$ cat src/rtl/arm_pkg.sv
// arm_pkg: definitions shared by the ARM pipeline front end.
//   fetch_state_t    - fetch state machine states (BOOT, RUN, HALT)
//   NOP_WORD         - flushed IF/ID instruction value, also the out-of-range imem word
//   WORD_BYTES       - PC increment per sequential fetch
//   DEFAULT_RESET_PC - PC loaded on reset unless the instance overrides it
//   word_align()     - clears the byte-offset bits of an address
package arm_pkg;

    typedef enum logic [1:0] {
        BOOT = 2'd0,
        RUN  = 2'd1,
        HALT = 2'd2
    } fetch_state_t;

    localparam logic [31:0] NOP_WORD         = 32'h0000_0000;
    localparam logic [31:0] WORD_BYTES       = 32'd4;
    localparam logic [31:0] DEFAULT_RESET_PC = 32'h0000_0000;

    function automatic logic [31:0] word_align(input logic [31:0] addr);
        return {addr[31:2], 2'b00};
    endfunction

endpackage

$ cat src/rtl/if_id_reg.sv
// if_id_reg: 65-bit IF/ID pipeline register (pc, instr, valid).
//   clk, rst_n          - clock, asynchronous active-low reset (clears to zero)
//   hold                - keep the current contents
//   flush               - clear the contents; takes priority over hold
//   d_pc/d_instr/d_valid - next contents
//   q_pc/q_instr/q_valid - registered contents
module if_id_reg (
    input  logic        clk,
    input  logic        rst_n,
    input  logic        hold,
    input  logic        flush,
    input  logic [31:0] d_pc,
    input  logic [31:0] d_instr,
    input  logic        d_valid,
    output logic [31:0] q_pc,
    output logic [31:0] q_instr,
    output logic        q_valid
);

    logic [64:0] data;

    always_ff @(posedge clk or negedge rst_n) begin
        if (!rst_n) begin
            data <= '0;
        end else if (flush) begin
            data <= '0;
        end else if (!hold) begin
            data <= {d_valid, d_instr, d_pc};
        end
    end

    assign q_valid = data[64];
    assign q_instr = data[63:32];
    assign q_pc    = data[31:0];

endmodule

$ cat src/rtl/fetch_stage.sv
// fetch_stage: instruction fetch with integrated IF/ID register.
//   clk, rst_n    - clock, asynchronous active-low reset
//   freeze        - hazard stall: holds PC and IF/ID
//   branch_taken  - redirect from EXE; overrides freeze and leaves HALT
//   branch_addr   - redirect byte address (low two bits ignored)
//   imem_addr     - current PC to instruction memory
//   imem_instr    - combinational instruction word for imem_addr
//   if_id_pc      - registered PC+4 of the fetched instruction
//   if_id_instr   - registered instruction word
//   if_id_valid   - registered, 1 for a real fetched instruction
//   halted        - 1 while fetch is stopped at end of program
module fetch_stage
    import arm_pkg::*;
#(
    parameter logic [31:0] RESET_PC     = DEFAULT_RESET_PC,
    parameter bit          HALT_ON_ZERO = 1'b1
) (
    input  logic        clk,
    input  logic        rst_n,
    input  logic        freeze,
    input  logic        branch_taken,
    input  logic [31:0] branch_addr,
    output logic [31:0] imem_addr,
    input  logic [31:0] imem_instr,
    output logic [31:0] if_id_pc,
    output logic [31:0] if_id_instr,
    output logic        if_id_valid,
    output logic        halted
);

    fetch_state_t state, state_nx;
    logic [31:0]  pc, pc_nx, pc_inc;
    logic         ifid_hold, ifid_flush;

    assign pc_inc    = pc + WORD_BYTES;
    assign imem_addr = pc;
    assign halted    = (state == HALT);

    always_ff @(posedge clk or negedge rst_n) begin
        if (!rst_n) begin
            state <= BOOT;
            pc    <= RESET_PC;
        end else begin
            state <= state_nx;
            pc    <= pc_nx;
        end
    end

    always_comb begin
        state_nx   = state;
        pc_nx      = pc;
        ifid_hold  = 1'b1;
        ifid_flush = 1'b0;
        unique case (state)
            BOOT: begin
                state_nx = RUN;
            end
            RUN: begin
                if (branch_taken) begin
                    pc_nx      = word_align(branch_addr);
                    ifid_flush = 1'b1;
                end else if (freeze) begin
                    ifid_hold = 1'b1;
                end else if (HALT_ON_ZERO && imem_instr == NOP_WORD) begin
                    state_nx   = HALT;
                    ifid_flush = 1'b1;
                end else begin
                    pc_nx     = pc_inc;
                    ifid_hold = 1'b0;
                end
            end
            HALT: begin
                // IF/ID was cleared on entry; keep forcing it clear so a
                // stale freeze cannot matter here.
                ifid_flush = 1'b1;
                if (branch_taken) begin
                    pc_nx    = word_align(branch_addr);
                    state_nx = RUN;
                end
            end
            default: begin
                state_nx = BOOT;
            end
        endcase
    end

    if_id_reg u_if_id (
        .clk     (clk),
        .rst_n   (rst_n),
        .hold    (ifid_hold),
        .flush   (ifid_flush),
        .d_pc    (pc_inc),
        .d_instr (imem_instr),
        .d_valid (1'b1),
        .q_pc    (if_id_pc),
        .q_instr (if_id_instr),
        .q_valid (if_id_valid)
    );

endmodule

$ cat config.mk
export PLATFORM = sky130hd
export DESIGN_NAME = fetch_stage
export DESIGN_NICKNAME = d
export VERILOG_FILES = /design/src/rtl/arm_pkg.sv /design/src/rtl/if_id_reg.sv /design/src/rtl/fetch_stage.sv
export SDC_FILE = /design/constraint.sdc
export NUM_CORES = 1
export LEC_CHECK = 0
export BUFFER_PORTS_ARGS = -buffer_cell sky130_fd_sc_hd__buf_2
export CAP_MARGIN = 10
export CELL_PAD_IN_SITES_DETAIL_PLACEMENT = 1
export CELL_PAD_IN_SITES_GLOBAL_PLACEMENT = 1
export CORE_MARGIN = 1
export CORE_UTILIZATION = 28
export DETAILED_ROUTE_END_ITERATION = 6
export PLACE_DENSITY = 0.71
export SETUP_SLACK_MARGIN = 0.1
export SYNTH_ARGS = -nofsm -noshare
export SYNTH_HDL_FRONTEND = slang
export SYNTH_SLANG_ARGS = --single-unit
$ cat constraint.sdc
create_clock -name clk -period 2.3 [get_ports clk]
set_clock_uncertainty 0.1 [all_clocks]
set_input_delay 0 -clock clk [delete_from_list [all_inputs] [get_ports clk]]
set_output_delay 0 -clock clk [all_outputs]
set_load 0.03 [all_outputs]
**After elaboration in Yosys (flattened, before gate mapping)**

Cells that the tools add are included.

- Logic and storage cells: 37
- Bits of input ports: 68
- Output and inout port bits: 98
- Bits in registers: 99

- Multiplexer cells: 19
- Reduce and logical (&&, ||, !) cells: 5
- $add $sub $neg: 1
- Equality and inequality tests: 9

Operator list:

| kind | count |
|---|---|
| $mux W65 | 2 |
| $mux W32 | 4 |
| $pmux W32 S2 | 1 |
| $add A32 B3 Y32 const B | 1 |
| $logic_not A32 Y1 | 1 |
| $ne A2 B2 Y1 const B | 5 |
| $mux W2 | 4 |
| $reduce_and A4 Y1 | 2 |
| $mux W1 | 6 |
| $ne A3 B3 Y1 const B | 2 |
| $pmux W2 S3 | 1 |
| $eq A2 B1 Y1 const B | 1 |
| $eq A2 B2 Y1 const B | 1 |
| $logic_not A2 Y1 | 1 |
| $pmux W1 S2 | 1 |
| $reduce_bool A2 Y1 | 1 |

**Depth between registers and ports, before layout**

Gate-level depths: netlist of run 1.

- Depth after elaboration: 7
- Depth in mapped cells: 9
- Depth with buffers taken out: 7

**Cells and area by module**

From an unflattened synthesis of run 1, not the netlist that was laid out.

- Cells, all modules: 501
- Area, all modules: 5116.2 um^2

By module, submodules not included:

| module | instances | cells an instance | area an instance (um^2) | seq. area each (um^2) |
|---|---|---|---|---|
| if_id_reg | 1 | 209 | 2667.6 | 1626.6 |
| fetch_stage | 1 | 292 | 2448.6 | 800.8 |

**Worst setup path after synthesis of run 1**

No wires, ideal clock.

- Path kind: register -> register
- From: register pc[2], in the netlist imem_addr[2]
- To: register pc[30], in the netlist imem_addr[30]
- Slack: -0.012 ns
- Arrival: 2.090 ns
- Cell stages (with the launch flop): 8
- Setup time: 0.122 ns
- Path buffers: 0
- Data required time: 2.078 ns
- Path through: dfrtp_1 > ha_1 > nand3_1 > nor4_4 > nand4_1 > nor2_2 > a31oi_1 > o22a_1

- Word-level cells in the longest chain between the ends: 5

RTL lines:

| item | line | RTL |
|---|---|---|
| from (decl) | fetch_stage.sv:32 | `logic [31:0] pc, pc_nx, pc_inc;` |
| from (signal assigned) | fetch_stage.sv:45 | `pc <= pc_nx;` |
| $add A32 B3 Y32 | fetch_stage.sv:35 | `assign pc_inc = pc + WORD_BYTES;` |
| $mux W32 | fetch_stage.sv:64 | `end else if (HALT_ON_ZERO && imem_instr == NOP_WORD) begin` |
| $mux W32 | fetch_stage.sv:62 | `end else if (freeze) begin` |
| $mux W32 | fetch_stage.sv:59 | `if (branch_taken) begin` |
| $pmux W32 S2 | fetch_stage.sv:54 | `unique case (state)` |

Every way passes these cells. The select of a mux whose other input is x is not followed.
A chain may end at the register's enable or synchronous reset.

**Worst setup path after layout of run 1**

- From: register pc[2], in the netlist imem_addr[2]
- To: register pc[10], in the netlist imem_addr[10]

The elaborated chain is that of the path after synthesis.

==> metrics.txt, run 1 <==
kind of critical path=flip-flop to flip-flop; DRC viols=0; GP Congestion=0.8525; chip height=134.9 um; Top Ports=166; row count=48; Die X=134.9 um; Slew HR=0.3413; count leader, synth=dfrtp_1; Syn Area/Cell=9.639 um^2; Least-Margin Pin Slew=0.9881 ns; drt pass-1 iters=5; leakage power=3.359 nW; Buffers & Inverters on Critical Path=1; Initial DRC Count=235; yosys warns=0; wire length per cell=18.79 um; Top FF cell, synth=dfrtp_1; largest net degree at the start of global routing=76; DPL Wire Length=12.50 mm; Cell Chain, Critical Path=ha_1, nand3_2, buf_4, nor2_1, nand3_1, xor2_1, a211oi_1, a21o_1; ANT nets after route=0; hold_sp=branch_addr[12]; Area growth syn-to-layout=47.09%; Final Hold Slack=0.04426 ns; vias=4,897; Post-synth ARST share=1.000; max incr delay on CP=0.41 ns; Synth area leaders=dfrtp_1 (49%), mux2i_1 (6.9%), nor2_1 (6.6%); number of global-route vias before repair=5,158; count of state elements after synthesis=96; outcome=finished clean; Seq/Total Area, Yosys=0.4858; Mapped Cells=513; initial antenna violation count=0; FF-to-FF Start=imem_addr[2]$_DFFE_PN0P_; CTS root buf=clkbuf_16; crit path launch=imem_addr[2]$_DFFE_PN0P_; Synth top cells by count=dfrtp_1 (96), nor2_1 (87), nand2_1 (35), mux2i_1 (34), a21oi_1 (30); final WL=18.34 mm; CP max-delay cell=dfrtp_2; clock sinks=96; Fmax=0.4608 GHz; max-slew violations=0; share of layout cells above drive strength 1=0.3409; PortBufs=161; max-cap violation count=0; crit-path max FO=5; Final min period=2.170 ns; Synth area leader=dfrtp_1; CTS buffer count=9; Max VDD drop=0.3986 mV; Worst Path Arrival=2.31 ns; CTS tree=built; delay-heaviest family, CP=simple AND/OR/NAND/NOR gates; crit end category=flip-flop; first-pass GRT wire length=28.02 mm; total global routing overflow=0; GRT Total Usage=0.2009; Fin. Hold Viols=0; DIE AREA=0.01820 mm^2; area of the mapped netlist=0.004945 mm^2; detail-routed via count per cell=5.017; Synth top area share=0.4858; post-layout util=0.4205; Final Cycle Share=0.9435; Initial Utilization=0.2859; distinct cell type count after synthesis=52; Core ar.=0.01730 mm^2; clk buf depth=2; CTS H-Tree Depth=3; setup violators final=0; Hold Crit Class=input port to flip-flop; Layout Nets=818; Inserted Diodes=0; setup TNS=0 ns; number of synthesized flops with an enable pin=0; worst-skew pair later-pin latency=0.35 ns; RSZ-0062 raised after global routing=false; CP required=2.44 ns; Worst-path clk slew=0.07 ns; startpoint types=flip-flop; Power Density=691.2 mW/mm^2
## worst reg2reg max path, stage by stage, from the launching register on
cell	delay [ns]
dfrtp_2	0.41
ha_1	0.21
nand3_2	0.14
buf_4	0.18
nor2_1	0.26
nand3_1	0.14
xor2_1	0.31
a211oi_1	0.15
a21o_1	0.17
## path summary, 6_finish.rpt
check | endpoint | depth (start not counted) | slack [ns]
max | imem_addr[10]$_DFFE_PN0P_ | 8 | 0.13
min | imem_addr[12]$_DFFE_PN0P_ | 5 | 0.04
max reg2reg | imem_addr[10]$_DFFE_PN0P_ | 8 | 0.13
min reg2reg | u_if_id.data[64]$_DFFE_PN0P_ | 2 | 0.41
max in group asynchronous | imem_addr[4]$_DFFE_PN0P_ | 3 | 1.03
min in group asynchronous | u_if_id.data[40]$_DFFE_PN0P_ | 2 | 0.26
## registers in the layout (all words and copies together) (netlist names)
signal and count:
u_if_id.data 64, imem_addr 30, state 2
## repair_timing
action,4_1_cts,5_1_grt
pin swaps,0,3
hold buffers,64,0
endpoints found under the setup margin,1,94
hold endpoints to repair,135,0
gates resized for setup,1,14
buffers inserted,0,7
## logic make-up (layout without fill, tap and decap cells)
group	Yosys count	after routing	synth area share
multiplexers	35	35	0.07110
other	1	2	0.0007584
buffers and inverters	48	285	0.04200
XOR/XNOR	28	28	0.04960
adder cells (fa/ha/maj)	4	4	0.01012
AND/OR/NAND/NOR	183	183	0.1840
AO/OA/AOI/OAI	118	118	0.1566
flip-flops	96	96	0.4858
## per-stage QoR
stage,cell area (um^2),worst slack (ns),power (mW),std cells
finish,7273,0.1299,5.028,976
global route,7273,0.03679,5.253,976
floorplan,4969,0.1030,2.695,514
detailed placement,6172,0.1348,3.183,889
CTS,7166,0.1014,5.048,969
global placement,6172,0.1731,3.142,889
## cell type report
| type | instances | area (um^2) |
|---|---|---|
| Fill cell | 2018 | 10020 |
| Sequential cell | 96 | 2419 |
| Multi-Input combinational cell | 370 | 2417 |
| Timing Repair Buffer | 261 | 1782 |
| Tap cell | 225 | 281.5 |
| Clock buffer | 10 | 229.0 |
| Clock inverter | 6 | 115.1 |
| Inverter | 8 | 30.03 |
## placed cells by master (no fill, tap or decap), types with 18 or more instances in the layout
cell and instances:
nor2_1 86, dfrtp_1 83, o21ai_0 18, a21oi_1 30, buf_2 160, dlygate4sd3_1 64, nand2_1 35, a211oi_1 28
buf_4 32, mux2i_1 34
## power by group
group | internal, mW | switching [mW] | total, mW
Combinational | 0.479 | 0.838 | 1.32
Sequential | 1.83 | 0.133 | 1.96
Clock | 1.07 | 0.676 | 1.75
Total | 3.38 | 1.65 | 5.03
## metal layers
metal,GRT usage,part of all wire
met5,0,0
met4,0.05868,0.018
met3,0.04617,0.057
met2,0.3425,0.48
met1,0.2527,0.44
(Power assumes the default switching activity.)
==> run 2, diff against run 1 <==
CTS_BUF_LIST = sky130_fd_sc_hd__clkbuf_4   (was unset)
CTS_CLUSTER_DIAMETER = 40   (was unset)
==> run 2 against run 1 <==
Sequential cell count is the same. Wire length shrank 1.6%. Sequential share of layout area increased by 0.80 points. Register-to-register slack better by 0.05 ns. Sequential power about the same. Largest cell class unchanged.
==> metrics.txt, run 2 (same netlist as run 1, synthesis figures left out) <==
chip height=134.9 um (unchanged); Core ar.=0.01730 mm^2 (unchanged); Cell Chain, Critical Path=nand3_2, nor4_4, nand3_2, or3_4, xor2_1, a211oi_2 (was ha_1, nand3_2, buf_4, nor2_1, nand3_1, xor2_1, a211oi_1, a21o_1); clock sinks=96 (unchanged); first-pass GRT wire length=27.97 mm (was 28.02 mm); Initial Utilization=0.2859 (unchanged); GRT Total Usage=0.2003 (was 0.2009); CP max-delay cell=dfrtp_2 (unchanged); CTS tree=built (unchanged); total global routing overflow=0 (unchanged); Layout fillers=2,044 (was 2,018); Power Density=624.7 mW/mm^2 (was 691.2 mW/mm^2); Least-Margin Pin Slew=0.9971 ns (was 0.9881 ns); Fin. Hold Viols=0 (unchanged); Non-Filler Instances=977 (was 976); Fmax=0.4721 GHz (was 0.4608 GHz); Final WS setup=0.1817 ns (was 0.1299 ns); clk buf depth=2 (unchanged); # placed instances=889 (unchanged); Top Ports=166 (unchanged); PortBufs=161 (unchanged); startpoint types=flip-flop (unchanged); Final Cycle Share=0.9210 (was 0.9435); number of global-route vias before repair=5,159 (was 5,158); setup TNS=0 ns (unchanged); leakage power=3.290 nW (was 3.359 nW); CTS root buf=clkbuf_4 (was clkbuf_16); detail-routed via count per cell=4.995 (was 5.017); final WL=18.05 mm (was 18.34 mm); initial antenna violation count=1 (was 0); RSZ-0062 raised after global routing=true (was false); setup violators final=0 (unchanged); Initial DRC Count=188 (was 235); Die X=134.9 um (unchanged); Area growth syn-to-layout=43.78% (was 47.09%); CP dominant cell by count=nand3_2; Hold Crit Class=input port to asynchronous set/reset pin (was input port to flip-flop); DRC viols=0 (unchanged); Max VDD drop=0.2312 mV (was 0.3986 mV); kind of critical path=flip-flop to flip-flop (unchanged); wire length per cell=18.47 um (was 18.79 um); CTS buffer count=9 (unchanged); max incr delay on CP=0.44 ns (was 0.41 ns); area of the multi-input gates=0.002400 mm^2 (was 0.002417 mm^2); Worst Path Arrival=2.41 ns (was 2.31 ns); ANT nets after route=0 (unchanged); largest net degree at the start of global routing=76 (unchanged); worst-skew pair later-pin latency=0.47 ns (was 0.35 ns); max-cap violation count=0 (unchanged); CP required=2.59 ns (was 2.44 ns); Buffers & Inverters on Critical Path=0 (was 1); delay-heaviest family, CP=simple AND/OR/NAND/NOR gates (unchanged); drt pass-1 iters=6 (was 5); DP Worst Slack=0.1348 ns (unchanged); vias=4,880 (was 4,897); Worst-path clk slew=0.16 ns (was 0.07 ns); crit-path max FO=5 (unchanged); Slew HR=0.3353 (was 0.3413); share of layout cells above drive strength 1=0.3422 (was 0.3409); outcome=finished clean (unchanged); Layout Nets=818 (unchanged); reg2reg setup slack=0.18 ns (was 0.13 ns); DPL Wire Length=12.50 mm (unchanged); max-slew violations=0 (unchanged); commonest non-fill, non-tap cells in the layout=buf_2 (160), nor2_1 (86), dfrtp_1 (81) (was buf_2 (160), nor2_1 (86), dfrtp_1 (83)); CTS H-Tree Depth=3 (unchanged); Largest register FFs=64 (unchanged); Largest Register=u_if_id.data (unchanged); row count=48 (unchanged); GP Congestion=0.8525 (unchanged); post-layout util=0.4110 (was 0.4205); Final min period=2.118 ns (was 2.170 ns); crit end category=flip-flop (unchanged); most common cell after layout, fill and taps aside=buf_2 (unchanged); DIE AREA=0.01820 mm^2 (unchanged); Register Area=0.002421 mm^2 (was 0.002419 mm^2)
[run 2: cell count changes in the layout (fill, tap and decap cells not counted), sizes merged]
cell         before  now
diode             0    1
buf             197  196
dlygate4sd3      64   65
[run 2: power breakdown]
part,total (mW),switching (mW),internal (mW)
logic,1.30,0.828,0.472
registers,1.96,0.132,1.83
clock network,1.18,0.609,0.570
total,4.44,1.57,2.87
[run 2: worst reg2reg max path: stages (launching register included)]
cell and delay [ns]:
dfrtp_2 0.44, nand3_2 0.14, nor4_4 0.42, nand3_2 0.19
or3_4 0.38, xor2_1 0.16, a211oi_2 0.21
[run 2: final timing paths]
check	endpoint	cells after the start	startpoint
max in group asynchronous	imem_addr[3]$_DFFE_PN0P_	3	rst_n
setup / recovery	u_if_id.data[27]$_DFFE_PN0P_	6	imem_addr[2]$_DFFE_PN0P_
min in group clk	imem_addr[23]$_DFFE_PN0P_	4	branch_addr[23]
hold reg to reg	u_if_id.data[64]$_DFFE_PN0P_	2	u_if_id.data[64]$_DFFE_PN0P_
hold / removal	u_if_id.data[40]$_DFFE_PN0P_	2	rst_n
setup reg to reg	u_if_id.data[27]$_DFFE_PN0P_	6	imem_addr[2]$_DFFE_PN0P_
[run 2: timing repair]
action,CTS,global route
setup buffers,3,3
pin swaps,2,4
resized for setup,4,11
endpoints found under the hold margin,137,0
hold buffers,65,0
endpoints found under the setup margin,1,93
gates cloned,0,0
[run 2: per-layer routing]
metal,GRT usage,vias to the layer above,wire (um)
met5,0,-,0
met3,0.03604,19,981
met4,0.07054,0,295
met1,0.2550,2420,7988
li1,-,2289,-
met2,0.3399,152,8780
[run 2: through the flow]
step                      power [mW]  cell area (um^2)  hold WS [ns]
after floorplan                2.695              4969       -0.3956
after global placement         3.142              6172        0.1148
after detailed placement       3.183              6172        0.1227
after CTS                      4.473              7048        0.1248
after global routing           4.663              7109        0.1541
final                          4.441              7109        0.1028
[run 2: layout make-up]
cell class              count  share of cell area
clock inverters             6             0.01619
well taps                 225             0.03960
clock buffers              10             0.01056
multi-input cells         370              0.3376
flip-flops and latches     96              0.3405
inverters                   8            0.004224
repair buffers            261              0.2510
diodes                      1           0.0003520
